### config.mk
export PLATFORM = sky130hd
export DESIGN_NAME = sprite_move_arbiter
export DESIGN_NICKNAME = d
export VERILOG_FILES = /design/src/rtl/sprite_ctrl_pkg.sv /design/src/rtl/tick_gen.sv /design/src/rtl/sprite_move_arbiter.sv
export SDC_FILE = /design/constraint.sdc
export NUM_CORES = 1
export LEC_CHECK = 0
export ABC_AREA = 1
export CORE_ASPECT_RATIO = 0.5
export CORE_MARGIN = 2
export CORE_UTILIZATION = 34
export CTS_CLUSTER_DIAMETER = 30
export DETAILED_ROUTE_END_ITERATION = 8
export GPL_ROUTABILITY_DRIVEN = 0
export GPL_TIMING_DRIVEN = 0
export SYNTH_ARGS = -nofsm -noshare
export SYNTH_HDL_FRONTEND = slang
export SYNTH_SLANG_ARGS = --single-unit
### constraint.sdc
create_clock -name clock -period 4.6 [get_ports clock]
set_input_delay 0.92 -clock clock [delete_from_list [all_inputs] [get_ports clock]]
set_output_delay 0.92 -clock clock [all_outputs]
set_load 0.1 [all_outputs]
### src/rtl/sprite_ctrl_pkg.sv
// Shared types and helpers for the sprite movement arbiter: mode encoding,
// direction bit positions and the opposing-direction sanitizer.
package sprite_ctrl_pkg;

  typedef enum logic [1:0] {
    MODE_IDLE   = 2'b00,
    MODE_PLAYER = 2'b01,
    MODE_DEMO   = 2'b10
  } mode_e;

  localparam int DIR_UP    = 3;
  localparam int DIR_DOWN  = 2;
  localparam int DIR_LEFT  = 1;
  localparam int DIR_RIGHT = 0;

  // Opposing directions cancel pairwise; the other axis is left untouched.
  function automatic logic [3:0] sanitize(input logic [3:0] dir);
    logic [3:0] s;
    s = dir;
    if (dir[DIR_UP] && dir[DIR_DOWN]) begin
      s[DIR_UP]   = 1'b0;
      s[DIR_DOWN] = 1'b0;
    end
    if (dir[DIR_LEFT] && dir[DIR_RIGHT]) begin
      s[DIR_LEFT]  = 1'b0;
      s[DIR_RIGHT] = 1'b0;
    end
    return s;
  endfunction

endpackage

### src/rtl/tick_gen.sv
// Free-running divider: step_en is high for one cycle every TICK_PERIOD cycles,
// on the last count before the wrap.
module tick_gen #(
  parameter int TICK_PERIOD = 1048576
) (
  input  logic clock,
  input  logic reset,
  output logic step_en
);

  localparam int CW = (TICK_PERIOD > 1) ? $clog2(TICK_PERIOD) : 1;
  localparam logic [CW-1:0] LAST = CW'(TICK_PERIOD - 1);

  logic [CW-1:0] cnt_q, cnt_d;

  always_comb begin
    step_en = (cnt_q == LAST);
    cnt_d   = step_en ? '0 : cnt_q + 1'b1;
  end

  always_ff @(posedge clock or negedge reset) begin
    if (!reset) cnt_q <= '0;
    else        cnt_q <= cnt_d;
  end

endmodule

### src/rtl/sprite_move_arbiter.sv
// Arbitrates the sprite direction input between player buttons and an autopilot,
// with a tick-paced mode FSM that drops into demo after a button-idle timeout.
module sprite_move_arbiter
  import sprite_ctrl_pkg::*;
#(
  parameter int TICK_PERIOD = 1048576,
  parameter int IDLE_TICKS  = 600,
  parameter int DEMO_ENABLE = 1
) (
  input  logic       clock,
  input  logic       reset,
  input  logic [3:0] btn_control,
  input  logic [3:0] auto_control,
  input  logic       auto_valid,
  output logic [3:0] control,
  output logic       tick,
  output logic [1:0] mode
);

  localparam int IW = $clog2(IDLE_TICKS + 1);
  localparam logic [IW-1:0] IDLE_MAX = IW'(IDLE_TICKS);

  logic          step_en;
  logic [3:0]    btn_meta_q, btn_meta_d;
  logic [3:0]    btn_sync_q, btn_sync_d;
  logic [IW-1:0] idle_cnt_q, idle_cnt_d;
  mode_e         state_q, state_d;
  logic [3:0]    control_q, control_d;
  logic          tick_q, tick_d;
  logic [3:0]    btn_san;
  logic          pressed;
  logic          timed_out;

  tick_gen #(.TICK_PERIOD(TICK_PERIOD)) u_tick_gen (
    .clock  (clock),
    .reset  (reset),
    .step_en(step_en)
  );

  always_comb begin
    btn_meta_d = btn_control;
    btn_sync_d = btn_meta_q;
    btn_san    = sanitize(btn_sync_q);
    pressed    = (btn_san != 4'b0000);
    // Timeout looks at the count before this tick's update.
    timed_out  = (idle_cnt_q == IDLE_MAX) && auto_valid && (DEMO_ENABLE != 0);
    tick_d     = step_en;
    idle_cnt_d = idle_cnt_q;
    state_d    = state_q;
    control_d  = control_q;

    if (step_en) begin
      if (pressed)                 idle_cnt_d = '0;
      else if (idle_cnt_q != IDLE_MAX) idle_cnt_d = idle_cnt_q + 1'b1;

      unique case (state_q)
        MODE_IDLE:   if (pressed) state_d = MODE_PLAYER;
                     else if (timed_out) state_d = MODE_DEMO;
        MODE_PLAYER: if (!pressed) state_d = MODE_IDLE;
        MODE_DEMO:   if (pressed) state_d = MODE_PLAYER;
                     else if (!auto_valid) state_d = MODE_IDLE;
        default:     state_d = MODE_IDLE;
      endcase

      unique case (state_d)
        MODE_PLAYER: control_d = btn_san;
        MODE_DEMO:   control_d = sanitize(auto_control);
        default:     control_d = 4'b0000;
      endcase
    end
  end

  always_ff @(posedge clock or negedge reset) begin
    if (!reset) begin
      btn_meta_q <= '0;
      btn_sync_q <= '0;
      idle_cnt_q <= '0;
      state_q    <= MODE_IDLE;
      control_q  <= '0;
      tick_q     <= 1'b0;
    end else begin
      btn_meta_q <= btn_meta_d;
      btn_sync_q <= btn_sync_d;
      idle_cnt_q <= idle_cnt_d;
      state_q    <= state_d;
      control_q  <= control_d;
      tick_q     <= tick_d;
    end
  end

  assign control = control_q;
  assign tick    = tick_q;
  assign mode    = state_q;

endmodule

==> flow_metrics.env <==
export IMPL_htree_levels=2
export IMPL_end_kind="output pin"
export IMPL_tns_ns=0
export IMPL_hpwl_mm=3.438
export IMPL_seqPwrFrac=0.505
export IMPL_dieArea_sq_um=7918
export IMPL_critPathSlowestCell="clkdlybuf4s50_1"
export IMPL_grt_start_max_net_pins=33
export IMPL_die_width_microns=123.9
export IMPL_hold_class="flip-flop to flip-flop"
export IMPL_total_leakage_power_nw=1.471
export IMPL_ant_nets=0
export IMPL_antenna_cells=0
export IMPL_routed_wirelength_mm=4.517
export IMPL_synth_area_leader_cell="dfrtp_1"
export IMPL_synth_fp_nets=337
export IMPL_rsz0062_at_grt="false"
export IMPL_finalCritPeriodShare=0.5909
export IMPL_max_slew_margin_rel=0.3408
export IMPL_insertion_delay_ns=0.29
export IMPL_internal_power_mw=0.6163
export IMPL_seq_area_frac_synth=0.4611
export IMPL_cts_buffers=5
export IMPL_critPathMaxFanout=3
export IMPL_final_max_slew_viol_count=0
export IMPL_cts_num_sinks=45
export IMPL_synth_area_per_cell_sq_um=7.705
export IMPL_grt_util_all_layers=0.1290
export IMPL_yosysUniqueCellTypes=25
export IMPL_cts_resized_gates=0
export IMPL_cts_root_buf="clkbuf_16"
export IMPL_cp_arrival_ns=1.80
export IMPL_power_density_nw_per_um2=274.3
export IMPL_antenna_found_initial=0
export IMPL_clk_pin_slew_ns=0.06
export IMPL_status="finished clean"
export IMPL_initial_core_util=0.3589
export IMPL_required_ns=3.68
export IMPL_dp_cells=427
export IMPL_worstPathCellList="clkdlybuf4s50_1"
export IMPL_startpoint_type="flip-flop"
export IMPL_drv_cap=0
export IMPL_fin_nets=362
export IMPL_die_h_microns=63.93
export IMPL_num_rows=21
export IMPL_hold_viol_final=0
export IMPL_synth_area_sq_um=2442
export IMPL_netlist_instances=317
export IMPL_skew_ns=0.008102
export IMPL_ys_ff_latch=45
export IMPL_drt_iter0_drc=92
export IMPL_setup_viol=0
export IMPL_grt_overflow=0
export IMPL_avgRoutedWirePerCell_microns=10.38
export IMPL_area_growth_syn_to_layout_pct=18.29
export IMPL_p_switching_mw=0.1763
export IMPL_port_buffer_count=17
export IMPL_yosysWarnings=0
export IMPL_period_needed_ns=2.718
export IMPL_fin_cells=435
export IMPL_grt_pass1_wl_mm=8.100
export IMPL_route_vias_total=1936
export IMPL_critPathKind="flip-flop to output pin"
export IMPL_combPwrFrac=0.046
export IMPL_sw_frac_of_total=0.2224
export IMPL_fill_cells=669
export IMPL_core_sq_um=6805
export IMPL_pre_cts_ws_ns=2.169
export IMPL_grt_pass1_vias=1821
export IMPL_irDropWorstVdd_uv=130.4
export IMPL_cts_tree="built"
export IMPL_io_pins=18
export IMPL_fmax_mhz=367.9
export IMPL_vias_per_cell=4.451
export IMPL_slowest_delay_ns=1.14
export IMPL_worst_path_buf_inv=1
export IMPL_synth_area_leaders="dfrtp_1, nand2_1, nor2_1"
export IMPL_drive_above_1_share=0.08163
export IMPL_fin_ws_ns=1.882
export IMPL_cts_buffer_depth=2
export IMPL_worst_pin_slew_ns=0.9857
export IMPL_ctsHoldBuffers=0
export IMPL_drc=0
export IMPL_synth_top_cell_area_share=0.4611
export IMPL_clkPwrFrac=0.448
export IMPL_dr_pass1_iters=4
export IMPL_postCtsSetupRepairBufs=0
export IMPL_cp_top_family="buffers and inverters"
==> per-layer routing <==
metal / vias to the layer above / GRT usage / share of wire
li1: 1024 / - / -
met1: 897 / 0.1682 / 0.50
met2: 13 / 0.2143 / 0.47
met3: 2 / 0.02857 / 0.019
met4: 0 / 0.03977 / 0.0042
met5: - / 0 / 0
==> power by group through the flow <==
stage	clock [mW]	sequential [mW]	combinational [mW]
2_1_floorplan	0	0.408	0.0151
3_3_place_gp	0	0.408	0.0355
3_5_place_dp	0	0.408	0.0374
4_1_cts	0.366	0.401	0.0378
5_1_grt	0.385	0.401	0.0424
6_report	0.355	0.401	0.0366
==> registers in the layout, summed over array words and instances, names as in the netlist <==
| register | count |
|---|---|
| u_tick_gen.cnt_q | 20 |
| tick | 1 |
| control | 4 |
| mode | 2 |
| btn_meta_q | 4 |
| idle_cnt_q | 10 |
| btn_sync_q | 4 |
==> cells in the final DEF, fill, tap and decap left out, drive strengths merged, types with 2 or more instances in the layout <==
master         count
a21oi              7
buf                3
clkbuf             6
clkdlybuf4s50     16
dfrtp             45
ha                 9
inv               47
nand2            109
nand3             19
nand4              6
nor2              49
nor3               2
o21ai              7
o21bai             2
xnor2              5
xor2               8
==> logic make-up (layout without fill, tap and decap cells) <==
| kind of cell | after synthesis | after routing | share of synthesized area |
|---|---|---|---|
| adders and majority gates | 9 | 9 | 0.04611 |
| DFF | 45 | 45 | 0.4611 |
| xor gates and xnor gates | 13 | 13 | 0.04662 |
| AOI/OAI and AO/OA | 16 | 16 | 0.03637 |
| buffers and inverters | 48 | 74 | 0.07889 |
| and+or+nand+nor | 186 | 186 | 0.3309 |
==> Yosys cell counts <==
library cell,n
nor2_4,2
a21oi_1,7
buf_6,1
nand3_1,19
clkbuf_1,1
nand2_2,1
or2_1,1
o21ai_1,3
nand2_1,105
ha_1,9
nor2_1,42
o21ai_0,3
nand4_1,6
inv_1,41
inv_6,1
xor2_1,8
nor2_8,1
dfrtp_1,45
o21bai_1,2
nor2_2,4
nor3_1,2
xnor2_1,5
o21ai_2,1
nand2_4,3
inv_2,4
==> path summary, 6_finish.rpt <==
| check | to | cells after the start | slack, ns | startpoint |
|---|---|---|---|---|
| setup reg to reg | control[0] | 12 | 2.82 | idle_cnt_q[0] |
| setup / recovery | mode[1] | 1 | 1.88 | mode[1] |
| max in group asynchronous | mode[0] | 2 | 3.60 | reset |
| hold / removal | btn_sync_q[1] | 0 | 0.35 | btn_meta_q[1] |
| min in group asynchronous | idle_cnt_q[1] | 1 | 0.53 | reset |
| hold reg to reg | btn_sync_q[1] | 0 | 0.35 | btn_meta_q[1] |
==> cell type report <==
cell class	instances	area [sq um]	area share
Clock buffer	5	125.1	0.04331
Buffer	2	15.01	0.005197
Multi-Input combinational cell	224	1124	0.3889
Inverter	46	177.7	0.06150
Sequential cell	45	1126	0.3898
Tap cell	92	115.1	0.03984
Clock inverter	3	21.27	0.007362
Timing Repair Buffer	18	185.2	0.06410
==> metrics by stage <==
step           power [mW]  hold WS, ns    util  cell area, sq um
6_report           0.7925       0.3483  0.4245              2889
5_1_grt            0.8281       0.3664  0.4245              2889
4_1_cts            0.8040       0.3486  0.4245              2889
3_5_place_dp       0.4456       0.3347  0.4030              2743
3_3_place_gp       0.4433       0.3319  0.4008              2728
2_1_floorplan      0.4229       0.3312       -              2442
Power figures use the tool's default switching activity.
